--- src/rtl/vga_timing_pkg.sv ---
// Shared 1280x1024@60 raster constants, microphone mid-code and the magnitude helper.
// Imported by the frame source, the sync counter and the circle renderer.
package vga_timing_pkg;

    localparam int H_ACTIVE     = 1280;
    localparam int H_FP         = 48;
    localparam int H_SYNC       = 112;
    localparam int H_BP         = 248;
    localparam int H_TOTAL      = H_ACTIVE + H_FP + H_SYNC + H_BP;
    localparam int H_SYNC_START = H_ACTIVE + H_FP;
    localparam int H_SYNC_END   = H_SYNC_START + H_SYNC;

    localparam int V_ACTIVE     = 1024;
    localparam int V_FP         = 1;
    localparam int V_SYNC       = 3;
    localparam int V_BP         = 38;
    localparam int V_TOTAL      = V_ACTIVE + V_FP + V_SYNC + V_BP;
    localparam int V_SYNC_START = V_ACTIVE + V_FP;
    localparam int V_SYNC_END   = V_SYNC_START + V_SYNC;

    localparam int COORD_W  = 12;
    localparam int MIC_W    = 12;
    localparam int SAMPLE_W = 21;

    localparam logic [MIC_W-1:0] MIC_MID = 12'd2048;

    // Distance of an unsigned ADC code from the zero-signal code, 0..2048.
    function automatic logic [MIC_W-1:0] mic_magnitude(input logic [MIC_W-1:0] code);
        if (code >= MIC_MID) begin
            return code - MIC_MID;
        end else begin
            return MIC_MID - code;
        end
    endfunction

endpackage

--- src/rtl/vga_sync_counter.sv ---
// Raster position counters with hsync/vsync/active/frame_start registered from the
// next position, so every flag describes the horz/vert value presented alongside it.
module vga_sync_counter
    import vga_timing_pkg::*;
#(
    parameter int H_ACTIVE_CFG = H_ACTIVE,
    parameter int H_FP_CFG     = H_FP,
    parameter int H_SYNC_CFG   = H_SYNC,
    parameter int H_BP_CFG     = H_BP,
    parameter int V_ACTIVE_CFG = V_ACTIVE,
    parameter int V_FP_CFG     = V_FP,
    parameter int V_SYNC_CFG   = V_SYNC,
    parameter int V_BP_CFG     = V_BP
) (
    input  logic                clk,
    input  logic                reset,
    output logic [COORD_W-1:0]  horz,
    output logic [COORD_W-1:0]  vert,
    output logic                hsync,
    output logic                vsync,
    output logic                active,
    output logic                frame_start
);

    localparam logic [COORD_W-1:0] H_LAST = 12'(H_ACTIVE_CFG + H_FP_CFG + H_SYNC_CFG + H_BP_CFG - 1);
    localparam logic [COORD_W-1:0] V_LAST = 12'(V_ACTIVE_CFG + V_FP_CFG + V_SYNC_CFG + V_BP_CFG - 1);
    localparam logic [COORD_W-1:0] H_VIS  = 12'(H_ACTIVE_CFG);
    localparam logic [COORD_W-1:0] V_VIS  = 12'(V_ACTIVE_CFG);
    localparam logic [COORD_W-1:0] HS_LO  = 12'(H_ACTIVE_CFG + H_FP_CFG);
    localparam logic [COORD_W-1:0] HS_HI  = 12'(H_ACTIVE_CFG + H_FP_CFG + H_SYNC_CFG);
    localparam logic [COORD_W-1:0] VS_LO  = 12'(V_ACTIVE_CFG + V_FP_CFG);
    localparam logic [COORD_W-1:0] VS_HI  = 12'(V_ACTIVE_CFG + V_FP_CFG + V_SYNC_CFG);

    logic [COORD_W-1:0] horz_r;
    logic [COORD_W-1:0] vert_r;
    logic [COORD_W-1:0] horz_nxt_s;
    logic [COORD_W-1:0] vert_nxt_s;
    logic               hsync_r;
    logic               vsync_r;
    logic               active_r;
    logic               frame_start_r;

    // Next raster position: vert advances (and wraps) only when horz wraps.
    always_comb begin
        horz_nxt_s = horz_r;
        vert_nxt_s = vert_r;
        if (horz_r == H_LAST) begin
            horz_nxt_s = 12'd0;
            if (vert_r == V_LAST) begin
                vert_nxt_s = 12'd0;
            end else begin
                vert_nxt_s = vert_r + 12'd1;
            end
        end else begin
            horz_nxt_s = horz_r + 12'd1;
        end
    end

    // Position and flag registers; flags decode the next position to stay aligned.
    always_ff @(posedge clk) begin
        if (reset) begin
            horz_r        <= H_LAST;
            vert_r        <= V_LAST;
            hsync_r       <= 1'b0;
            vsync_r       <= 1'b0;
            active_r      <= 1'b0;
            frame_start_r <= 1'b0;
        end else begin
            horz_r        <= horz_nxt_s;
            vert_r        <= vert_nxt_s;
            hsync_r       <= (horz_nxt_s >= HS_LO) && (horz_nxt_s < HS_HI);
            vsync_r       <= (vert_nxt_s >= VS_LO) && (vert_nxt_s < VS_HI);
            active_r      <= (horz_nxt_s < H_VIS) && (vert_nxt_s < V_VIS);
            frame_start_r <= (horz_nxt_s == 12'd0) && (vert_nxt_s == 12'd0);
        end
    end

    assign horz        = horz_r;
    assign vert        = vert_r;
    assign hsync       = hsync_r;
    assign vsync       = vsync_r;
    assign active      = active_r;
    assign frame_start = frame_start_r;

endmodule

--- src/rtl/vga_frame_source.sv ---
// Raster timing plus a frame-stable microphone amplitude published at each frame start.
// Build option VGA_PEAK_HOLD_EN: publish the frame peak instead of the latest magnitude.
module vga_frame_source
    import vga_timing_pkg::*;
#(
    parameter int H_ACTIVE_CFG = H_ACTIVE,
    parameter int H_FP_CFG     = H_FP,
    parameter int H_SYNC_CFG   = H_SYNC,
    parameter int H_BP_CFG     = H_BP,
    parameter int V_ACTIVE_CFG = V_ACTIVE,
    parameter int V_FP_CFG     = V_FP,
    parameter int V_SYNC_CFG   = V_SYNC,
    parameter int V_BP_CFG     = V_BP
) (
    input  logic                 clk,
    input  logic                 reset,
    input  logic [MIC_W-1:0]     mic_sample,
    input  logic                 mic_valid,
    output logic [COORD_W-1:0]   horz,
    output logic [COORD_W-1:0]   vert,
    output logic                 hsync,
    output logic                 vsync,
    output logic                 active,
    output logic                 frame_start,
    output logic [SAMPLE_W-1:0]  sample
);

    localparam logic [COORD_W-1:0] H_LAST = 12'(H_ACTIVE_CFG + H_FP_CFG + H_SYNC_CFG + H_BP_CFG - 1);
    localparam logic [COORD_W-1:0] V_LAST = 12'(V_ACTIVE_CFG + V_FP_CFG + V_SYNC_CFG + V_BP_CFG - 1);

    logic [MIC_W-1:0]    mag_s;
    logic                boundary_s;
    logic [MIC_W-1:0]    held_r;
    logic [MIC_W-1:0]    held_nxt_s;
    logic [SAMPLE_W-1:0] sample_r;

    vga_sync_counter #(
        .H_ACTIVE_CFG (H_ACTIVE_CFG),
        .H_FP_CFG     (H_FP_CFG),
        .H_SYNC_CFG   (H_SYNC_CFG),
        .H_BP_CFG     (H_BP_CFG),
        .V_ACTIVE_CFG (V_ACTIVE_CFG),
        .V_FP_CFG     (V_FP_CFG),
        .V_SYNC_CFG   (V_SYNC_CFG),
        .V_BP_CFG     (V_BP_CFG)
    ) u_sync (
        .clk         (clk),
        .reset       (reset),
        .horz        (horz),
        .vert        (vert),
        .hsync       (hsync),
        .vsync       (vsync),
        .active      (active),
        .frame_start (frame_start)
    );

    assign mag_s = mic_magnitude(mic_sample);

    // The edge leaving the last pixel of the frame is the one that lands on (0,0).
    assign boundary_s = (horz == H_LAST) && (vert == V_LAST);

    // Hold update; a sample arriving on the boundary edge is counted in the new frame.
    always_comb begin
        held_nxt_s = held_r;
`ifdef VGA_PEAK_HOLD_EN
        if (boundary_s) begin
            if (mic_valid) begin
                held_nxt_s = mag_s;
            end else begin
                held_nxt_s = 12'd0;
            end
        end else if (mic_valid && (mag_s > held_r)) begin
            held_nxt_s = mag_s;
        end else begin
            held_nxt_s = held_r;
        end
`else
        if (mic_valid) begin
            held_nxt_s = mag_s;
        end else begin
            held_nxt_s = held_r;
        end
`endif
    end

    // Hold register and the published amplitude, which only changes at frame start.
    always_ff @(posedge clk) begin
        if (reset) begin
            held_r   <= 12'd0;
            sample_r <= 21'd0;
        end else begin
            held_r <= held_nxt_s;
            if (boundary_s) begin
                sample_r <= {9'd0, held_r};
            end else begin
                sample_r <= sample_r;
            end
        end
    end

    assign sample = sample_r;

endmodule

--- config.mk ---
export PLATFORM = sky130hd
export DESIGN_NAME = vga_frame_source
export DESIGN_NICKNAME = d
export VERILOG_FILES = /design/src/rtl/vga_timing_pkg.sv /design/src/rtl/vga_sync_counter.sv /design/src/rtl/vga_frame_source.sv
export SDC_FILE = /design/constraint.sdc
export NUM_CORES = 1
export LEC_CHECK = 0
export BUFFER_PORTS_ARGS = -buffer_cell sky130_fd_sc_hd__buf_2
export CAP_MARGIN = 25
export CELL_PAD_IN_SITES_DETAIL_PLACEMENT = 1
export CELL_PAD_IN_SITES_GLOBAL_PLACEMENT = 1
export CORE_MARGIN = 2
export CORE_UTILIZATION = 37
export DETAILED_ROUTE_END_ITERATION = 10
export HOLD_SLACK_MARGIN = 0.08
export PLACE_DENSITY = 0.73
export SYNTH_ARGS = -nofsm -noshare
export SYNTH_HDL_FRONTEND = slang
export SYNTH_SLANG_ARGS = --single-unit
--- constraint.sdc ---
create_clock -name clk -period 2.7 [get_ports clk]
set_input_delay 0.54 -clock clk [delete_from_list [all_inputs] [get_ports clk]]
set_output_delay 0.54 -clock clk [all_outputs]
set_load 0.02 [all_outputs]
Yosys cells after proc, flatten, opt, wreduce, memory -nomap -nowiden --
Cells that the tools add are included.
Word-level totals: output and inout bits 49, logic and storage cells 32, register bits 52
Operators by class: $lt $le $gt $ge 7, eq/ne operators 2, muxes and demuxes 4, reduce and logical (&&, ||, !) cells 7, add/sub/neg operators 4
Operators with widths (count):
- 12-bit by 11-bit less-than comparator with 1-bit output (second input constant) | 4
- 12-bit 2-to-1 mux | 4
- 12-bit by 1-bit adder with 12-bit output (second input constant) | 2
- 12-bit by 11-bit == test with 1-bit output (second input constant) | 2
- 12-bit by 11-bit greater-or-equal comparator with 1-bit output (second input constant) | 2
- 12-bit logical NOT | 2
- 12-bit greater-or-equal comparator (second input constant) | 1
- 12-bit subtractor (first input constant) | 1
- 12-bit subtractor (second input constant) | 1
- 1-bit logical AND | 5

Logic depth before layout (Yosys ltp) --
Gate-level depths: netlist of the first run.
depth after elaboration 5, depth in mapped cells 8, depth with buffers taken out 8

Modules after synthesis --
A second synthesis of the first run with hierarchy kept.
Second synthesis, totals: cell total of the unflattened synthesis 330, area, all modules 2846.5 um2
Modules (own cells, without submodules):
- vga_sync_counter | area an instance 1532.7 um2, times used 1, cells each 186
- vga_frame_source | area an instance 1313.8 um2, times used 1, cells each 144

Worst setup path before layout of the first run --
No wires, ideal clock.
kind register to register, start point reg u_sync.vert_r[0] (netlist: u_sync.vert[0]), end point reg u_sync.frame_start_r (netlist: u_sync.frame_start), data arrival time 2.323 ns, buffers on the path 0, period minus slack after synthesis 2.415 ns, cell stages (with the launch flop) 8, path slack 0.285 ns, cell sequence dfxtp_1 ha_1 or4b_1 nor3_2 o21ai_1 a311oi_1 nand4_1 nor4_1
Between the ends: word-level cells in the longest chain between the ends 5
Ends and longest elaborated chain:
- start, declared | line vga_sync_counter.sv:35 | logic [COORD_W-1:0] vert_r;
- start signal, assigned | line vga_sync_counter.sv:70 | vert_r <= vert_nxt_s;
- 12-bit by 1-bit adder with 12-bit output or 12-bit by 11-bit == test with 1-bit output (tied branches) | line vga_sync_counter.sv:52, vga_sync_counter.sv:49
- 12-bit 2-to-1 mux | line vga_sync_counter.sv:49 | if (vert_r == V_LAST) begin
- 12-bit 2-to-1 mux (*) | line vga_sync_counter.sv:47 | if (horz_r == H_LAST) begin
- 12-bit logical NOT (*) | line vga_sync_counter.sv:74 | frame_start_r <= (horz_nxt_s == 12'd0) && (vert_nxt_s == 12'd0);
- 1-bit logical AND (*) | line vga_sync_counter.sv:74
- end signal, assigned | line vga_sync_counter.sv:74
- end, declared | line vga_sync_counter.sv:41 | logic frame_start_r;
Every way passes the cells marked *; elsewhere a longest branch is shown, timed or not. A chain may end at the register's enable or synchronous reset.

Worst setup path after layout of the first run --
start point reg u_sync.horz_r[1] (netlist: u_sync.horz[1]), end point reg u_sync.frame_start_r (netlist: u_sync.frame_start)
Between the ends: word-level cells in the longest chain between the ends 4
Ends and longest elaborated chain:
- start, declared | line vga_sync_counter.sv:34 | logic [COORD_W-1:0] horz_r;
- start signal, assigned | line vga_sync_counter.sv:69 | horz_r <= horz_nxt_s;
- 12-bit by 1-bit adder with 12-bit output or 12-bit by 11-bit == test with 1-bit output (tied branches) | line vga_sync_counter.sv:55, vga_sync_counter.sv:47
- 12-bit 2-to-1 mux | line vga_sync_counter.sv:47
- 12-bit logical NOT | line vga_sync_counter.sv:74
- 1-bit logical AND (*) | line vga_sync_counter.sv:74
Marks and branches as above.

==> reports/metrics.csv, run 1 <==
stage;metric;value;unit
status;status;completed;
worst_hold_path;worst hold path class;flop to flop;
setup_path;crit-path max FO;7;
setup_path;worst r2r src;u_sync.horz[1]$_SDFF_PP1_;
worst_hold_path;Hold Path Depth;2;
floorplanning;Starting Density;0.376;
placed_design;Setup Slack @ Placement;0.220;ns
clock_network;root buffer cell;clkbuf_8;
finish;final net count;403;
timing;Final Setup Violations;0;
floorplanning;# rows;31;
timing;FMAX;423;MHz
finish;ANT cells;0;
timing;Slew headroom;0.618;
global_route;vias in the first global route;2329;
timing;RSZ-0062 raised after global routing;false;
drt;1st-iter DRT viols;82;
placed_design;Port-buffer cells;54;
pwr;Leak Pwr;1.33;nW
floorplanning;Core Area;7140;µm²
yosys;Distinct cells, synth;51;
finish;Layout area overhead;18.5;%
timing;Fin. Hold Viols;0;
placed_design;gpl congestion;0.854;
finish;most common cell after layout, fill and taps aside;buf_2;
finish;most frequent cells in the layout;buf_2 (54), dfxtp_1 (52), nand2_1 (39);
placed_design;Final HPWL DP;5.21;mm
drt;DR DRC count;0;
setup_path;Crit. End Element;flop;
drt;Routed wire per std cell;14.4;µm
drt;highest metal used;met4;
worst_hold_path;Hold Path Origin;held_r[11]$_SDFFE_PP0P_;
setup_path;CP required;2.92;ns
pwr;total power;3.10;mW
clock_network;CTS Buf Count;5;
run;Max-cap violations;0;
timing;period utilization;0.876;
global_route;initial antenna violation count;0;
global_route;first-pass GRT wire length;11.2;mm
yosys;EDFF count, synth;0;
timing;Worst Skew;0.00986;ns
yosys;register area share after synthesis;0.388;
clock_network;CTS tree;yes;
setup_path;max incr delay on CP;0.67;ns
setup_path;startpoint types;flop;
setup_path;Worst EP arrival;2.58;ns
setup_path;crit-path most repeated cell;nand4_1;
drt;routed vias;2472;
setup_path;Worst Reg-to-Reg Cells;6;
clock_network;TritonCTS sink count;52;
global_route;total gr overflow;0;
yosys;top_reg_cell synth;dfxtp_1;
floorplanning;Chip Width;89.2;µm
timing;fin. max-slew vios;0;
yosys;Syn. warnings;0;
drt;drt total wl;6.97;mm
drt;Via density;5.12;
pwr;maximum VDD drop;0.257;mV
timing;Final WS setup;0.333;ns
yosys;Netlist Area Pre-Place;2690;µm²
clock_network;insertion delay to the later sink of the worst-skew pair;0.31;ns
timing;min Tclk post-route;2.37;ns
timing;Slew @ Worst Pin;0.572;ns
floorplanning;Die ar.;7960;µm²
floorplanning;Die Height;89.2;µm
timing;TNS Setup;0;ns
drt;Met3 Wirelength;200;µm
yosys;Syn Area/Cell;8.14;µm²
global_route;Tot GR Track Use;0.179;
drt;TritonRoute pass-1 iters;4;
setup_path;crit-path cells;ha_1 -> nand4_1 -> or4_4 -> o21ai_0 -> nand4_1 -> nor4_1;
clock_network;maximum buffer depth of the clock tree;2;
drt;M1 WL;3.15;mm
yosys;Yosys reg bits;52;
clock_network;CTS H-Tree Depth;2;
setup_path;CP max stage cell;or4_4;
clock_network;CTS clk-pin slew, worst paths;0.10;ns
worst_hold_path;WHS Endpoint;sample[11]$_SDFFE_PP0P_;
drt;WL met2;3.54;mm
drt;Antenna Violating Nets Remaining;0;
finish;share of cells above drive strength 1;0.219;
yosys;Async SR Flop Fraction;0;
setup_path;CP Class;flop to flop;
floorplanning;num ports;64;
setup_path;reg-to-reg critical path endpoint;u_sync.frame_start$_SDFF_PP0_;
yosys;Synth Instances;330;
pwr;pwr dens;974;nW/µm²
setup_path;R2R Setup Slk;0.33;ns
global_route;largest net degree at the start of global routing;37;
==> through the flow <==
stage	area, µm²	hold WS (ns)	util	cells
finish	3180	0.457	0.446	483
global route	3180	0.470	0.446	483
CTS	3160	0.465	0.443	482
detailed placement	3040	0.450	0.426	474
global placement	3040	0.439	0.426	474
floorplan	2720	0.436	-	338
==> worst max path at each step <==
stage,from,endpoint,slack (ns),cells after the start
after detailed placement,u_sync.horz[1]$_SDFF_PP1_,u_sync.frame_start$_SDFF_PP0_,0.22,7
final,u_sync.horz[1]$_SDFF_PP1_,u_sync.frame_start$_SDFF_PP0_,0.33,6
after global routing,u_sync.horz[1]$_SDFF_PP1_,u_sync.frame_start$_SDFF_PP0_,0.03,7
after CTS,u_sync.horz[1]$_SDFF_PP1_,u_sync.vsync$_SDFF_PP0_,0.20,7
after floorplan,u_sync.vert[0]$_SDFF_PP1_,u_sync.frame_start$_SDFF_PP0_,0.28,7
after global placement,u_sync.horz[1]$_SDFF_PP1_,u_sync.frame_start$_SDFF_PP0_,0.28,7
==> Yosys cell counts, types with 2 or more instances <==
cell / n / share of area
xnor2_1: 13 / 0.042
o21ai_1: 2 / 0.0037
nand2_1: 39 / 0.054
nand2b_1: 6 / 0.014
or4b_1: 2 / 0.0075
a211o_1: 4 / 0.013
nor3b_1: 2 / 0.0056
nand4b_1: 2 / 0.0065
a311oi_1: 6 / 0.020
inv_1: 11 / 0.015
buf_1: 3 / 0.0042
a21oi_1: 24 / 0.045
dfxtp_1: 52 / 0.39
or3_1: 3 / 0.0070
o21ai_0: 7 / 0.013
xor2_1: 8 / 0.026
buf_6: 2 / 0.0084
and3_1: 5 / 0.012
nor3_1: 13 / 0.024
nor2_1: 35 / 0.049
buf_4: 9 / 0.025
o21bai_1: 4 / 0.011
a211oi_1: 6 / 0.017
a31oi_1: 5 / 0.012
clkbuf_1: 13 / 0.018
mux2i_1: 5 / 0.019
nand3_1: 8 / 0.015
nor4_1: 5 / 0.012
nand4_1: 8 / 0.019
ha_1: 5 / 0.023
or4_1: 2 / 0.0056
nor2b_1: 2 / 0.0047
==> worst max-delay path: cells and delay by family, from the launching register on <==
kind / cells / cell delay (ns)
adders and majority gates: 1 / 0.28
DFF: 1 / 0.39
and+or+nand+nor: 4 / 1.27
AOI/OAI and AO/OA: 1 / 0.33
==> kinds of logic after synthesis <==
kind of cell	synth area share
adder cells (fa/ha/maj)	0.0233
AO/OA/AOI/OAI	0.156
AND/OR/NAND/NOR	0.272
buffers and inverters	0.0731
other	0.00140
multiplexers	0.0186
flip-flops	0.388
XOR/XNOR	0.0685
==> flip-flops by register name, indices dropped and copies added, names as in the netlist <==
| signal | count |
|---|---|
| u_sync.vsync | 1 |
| held_r | 12 |
| sample | 12 |
| u_sync.frame_start | 1 |
| u_sync.active | 1 |
| u_sync.vert | 12 |
| u_sync.hsync | 1 |
| u_sync.horz | 12 |
==> final cells by class <==
| class | instances | area (µm²) |
|---|---|---|
| Fill cell | 919 | 3950 |
| Sequential cell | 52 | 1040 |
| Tap cell | 99 | 124 |
| Clock buffer | 6 | 82.6 |
| Inverter | 11 | 41.3 |
| Clock inverter | 2 | 38.8 |
| Multi-Input combinational cell | 247 | 1500 |
| Timing Repair Buffer | 66 | 360 |
==> repair_timing <==
action                                  CTS  global route
gates resized for setup                   0             3
setup buffers                             0             1
hold buffers                              0             0
endpoints found under the setup margin    0            12
==> power breakdown <==
group | internal [mW] | switching, mW
Sequential | 0.899 | 0.174
Clock | 0.303 | 0.266
Combinational | 0.556 | 0.901
Total | 1.76 | 1.34
==> metal layers <==
layer,track usage,vias up
li1,-,1249
met1,0.234,1177
met2,0.312,40
met3,0.0222,6
met4,0.0488,0
met5,0,-
(Power assumes the default switching activity.)
==> inputs of run 2 (changes only) <==
Settings changed: CORE_MARGIN 2 to default.
Clock period 2.7 ns to 2.55 ns, I/O delays scaled along.
==> run 2 against run 1 <==
Via count increased by 3.3%. Sequential share of layout area decreased by 0.33 points. Die area decreased by 4.4%. Global-route usage increased by 2.6 points. Flip-flop and latch count unchanged. Largest power group unchanged. Final area increased by 1.0%. Power increased by 6.3%. Highest routed layer unchanged. Routed wire length increased by 4.0%. Critical endpoint unchanged.
==> reports/metrics.csv, run 2 (same netlist as run 1, synthesis figures left out) <==
stage;metric;value;unit;change
floorplanning;Die ar.;7600;µm²;-4.4%
finish;ANT cells;0;;unchanged
global_route;met2 Resource Use GR;0.351;;+0.0397
finish;most frequent cells in the layout;buf_2 (54), dfxtp_1 (52), nand2_1 (39);;
placed_design;Port-buffer cells;54;;unchanged
setup_path;startpoint types;flop;;
setup_path;Crit. End Element;flop;;
setup_path;max incr delay on CP;0.48;ns;-0.19 ns
timing;FMAX;425;MHz;+0.63%
drt;Routed wire per std cell;14.9;µm;+3.4%
finish;final non-filler cell total;486;;+0.62%
timing;fin. max-slew vios;0;;unchanged
worst_hold_path;WHS Endpoint;sample[7]$_SDFFE_PP0P_;;
setup_path;Worst Reg-to-Reg Cells;9;;+3
global_route;GRT met3 Usage;0.0332;;+0.0110
setup_path;R2R Setup Slk;0.20;ns;-0.14 ns
finish;share of cells above drive strength 1;0.233;;+0.0146
floorplanning;Core Area;6910;µm²;-3.2%
run;Max-cap violations;0;;unchanged
drt;DR DRC count;0;;unchanged
placed_design;gpl congestion;0.876;;+2.6%
global_route;largest net degree at the start of global routing;48;;+30%
placed_design;Final HPWL DP;5.40;mm;+3.6%
pwr;maximum VDD drop;0.276;mV;+7.4%
clock_network;CTS Buf Count;5;;unchanged
drt;Antenna Violating Nets Remaining;0;;unchanged
pwr;total power;3.30;mW;+6.3%
floorplanning;Starting Density;0.389;;+0.0125
finish;final net count;409;;+1.5%
timing;Worst Skew;0.0119;ns;+0.00207 ns
timing;Final Setup Violations;0;;unchanged
clock_network;CTS clk-pin slew, worst paths;0.10;ns;about the same
placed_design;DP Area;3080;µm²;+1.4%
floorplanning;num ports;64;;unchanged
floorplanning;Chip Width;87.2;µm;-2.2%
worst_hold_path;Hold Path Origin;sample[7]$_SDFFE_PP0P_;;
setup_path;reg-to-reg critical path endpoint;u_sync.frame_start$_SDFF_PP0_;;
global_route;first-pass GRT wire length;12.3;mm;+9.8%
timing;Fin Hold WS;0.456;ns;-0.000416 ns
timing;RSZ-0062 raised after global routing;false;;
drt;Via density;5.26;;+2.7%
global_route;Tot GR Track Use;0.205;;+0.0257
setup_path;crit-path cells;inv_1 -> ha_1 -> or4b_1 -> nor3_4 -> buf_4 -> a21oi_1 -> mux2i_1 -> nand2_1 -> nor4_1;;
clock_network;maximum buffer depth of the clock tree;2;;unchanged
pwr;Leak Pwr;1.35;nW;+1.8%
clock_network;TritonCTS sink count;52;;unchanged
clock_network;insertion delay to the later sink of the worst-skew pair;0.31;ns;about the same
pwr;pwr dens;1030;nW/µm²;+5.3%
timing;period utilization;0.922;;+0.0457
timing;TNS Setup;0;ns;unchanged
global_route;M1 GR Usage;0.261;;+0.0275
finish;most common cell after layout, fill and taps aside;buf_2;;
setup_path;CP max stage cell;or4b_1;;
drt;TritonRoute pass-1 iters;4;;unchanged
setup_path;CP required;2.77;ns;-0.15 ns
clock_network;CTS H-Tree Depth;2;;unchanged
drt;1st-iter DRT viols;93;;+13%
placed_design;placed cell count;477;;+0.63%
floorplanning;Die Height;87.2;µm;-2.2%
drt;drt total wl;7.25;mm;+4.0%
finish;post-route design area;3220;µm²;+1.0%
setup_path;Worst EP arrival;2.57;ns;about the same
status;status;completed;;
setup_path;CP Class;flop to flop;;
global_route;total gr overflow;0;;unchanged
setup_path;worst r2r src;u_sync.vert[1]$_SDFF_PP0_;;
global_route;Most Crowded Layer GR;met2;;
floorplanning;# rows;30;;-3.2%
timing;min Tclk post-route;2.35;ns;-0.0149 ns
setup_path;crit-path max FO;8;;+1
global_route;initial antenna violation count;0;;unchanged
worst_hold_path;Hold Path Depth;2;;unchanged
worst_hold_path;worst hold path class;flop to flop;;
timing;Slew headroom;0.662;;+0.0441
global_route;vias in the first global route;2545;;+9.3%
timing;Fin. Hold Viols;0;;unchanged
finish;Layout area overhead;19.7;%;
clock_network;root buffer cell;clkbuf_8;;
drt;routed vias;2554;;+3.3%
clock_network;CTS tree;yes;;
timing;Slew @ Worst Pin;0.507;ns;-0.0654 ns
## run 2: what timing repair did
action | CTS | global route
setup buffers | 0 | 1
gates resized for setup | 0 | 5
setup endpoints to repair | 0 | 6
hold buffers | 0 | 0
## run 2: metrics by stage
step	worst slack (ns)	utilization
global route	0.0168	0.466
CTS	0.151	0.462
detailed placement	0.174	0.446
global placement	0.183	0.446
finish	0.198	0.466
floorplan	0.135	-
## run 2: worst max path at each step
stage,cells past startpoint,from,slack [ns],end
floorplan,7,u_sync.vert[0]$_SDFF_PP1_,0.13,u_sync.frame_start$_SDFF_PP0_
global placement,5,u_sync.horz[8]$_SDFF_PP0_,0.18,u_sync.frame_start$_SDFF_PP0_
detailed placement,5,u_sync.horz[8]$_SDFF_PP0_,0.17,u_sync.frame_start$_SDFF_PP0_
CTS,6,u_sync.horz[8]$_SDFF_PP0_,0.15,u_sync.vsync$_SDFF_PP0_
global route,8,u_sync.vert[1]$_SDFF_PP0_,0.02,u_sync.vsync$_SDFF_PP0_
finish,9,u_sync.vert[1]$_SDFF_PP0_,0.20,u_sync.frame_start$_SDFF_PP0_
## run 2: layer usage
layer	wire length (µm)	vias to the layer above
li1	-	1266
met1	3390	1221
met2	3490	61
met3	258	6
met4	102	0
met5	0	-
## run 2: power by group
part           total [mW]  internal (mW)  leakage [nW]  switching [mW]
clock network       0.567          0.291        0.0541           0.276
registers            1.11          0.952         0.425           0.159
logic                1.62          0.611         0.870            1.01
total                3.30           1.85          1.35            1.44
## run 2: cell type report
cell class	count	area, µm²
fillers	878	3690
multi-input cells	247	1500
flip-flops and latches	52	1040
repair buffers	72	405
well taps	96	120
clock buffers	5	68.8
clock inverters	3	42.5
inverters	11	41.3
## run 2: worst max-delay path: cells and delay by family (launching register included)
kind,cells,cell delay [ns]
flops,1,0.41
mux,1,0.28
compound gates,1,0.07
fa+ha+maj,1,0.12
simple gates,4,1.08
buf+inv,2,0.28
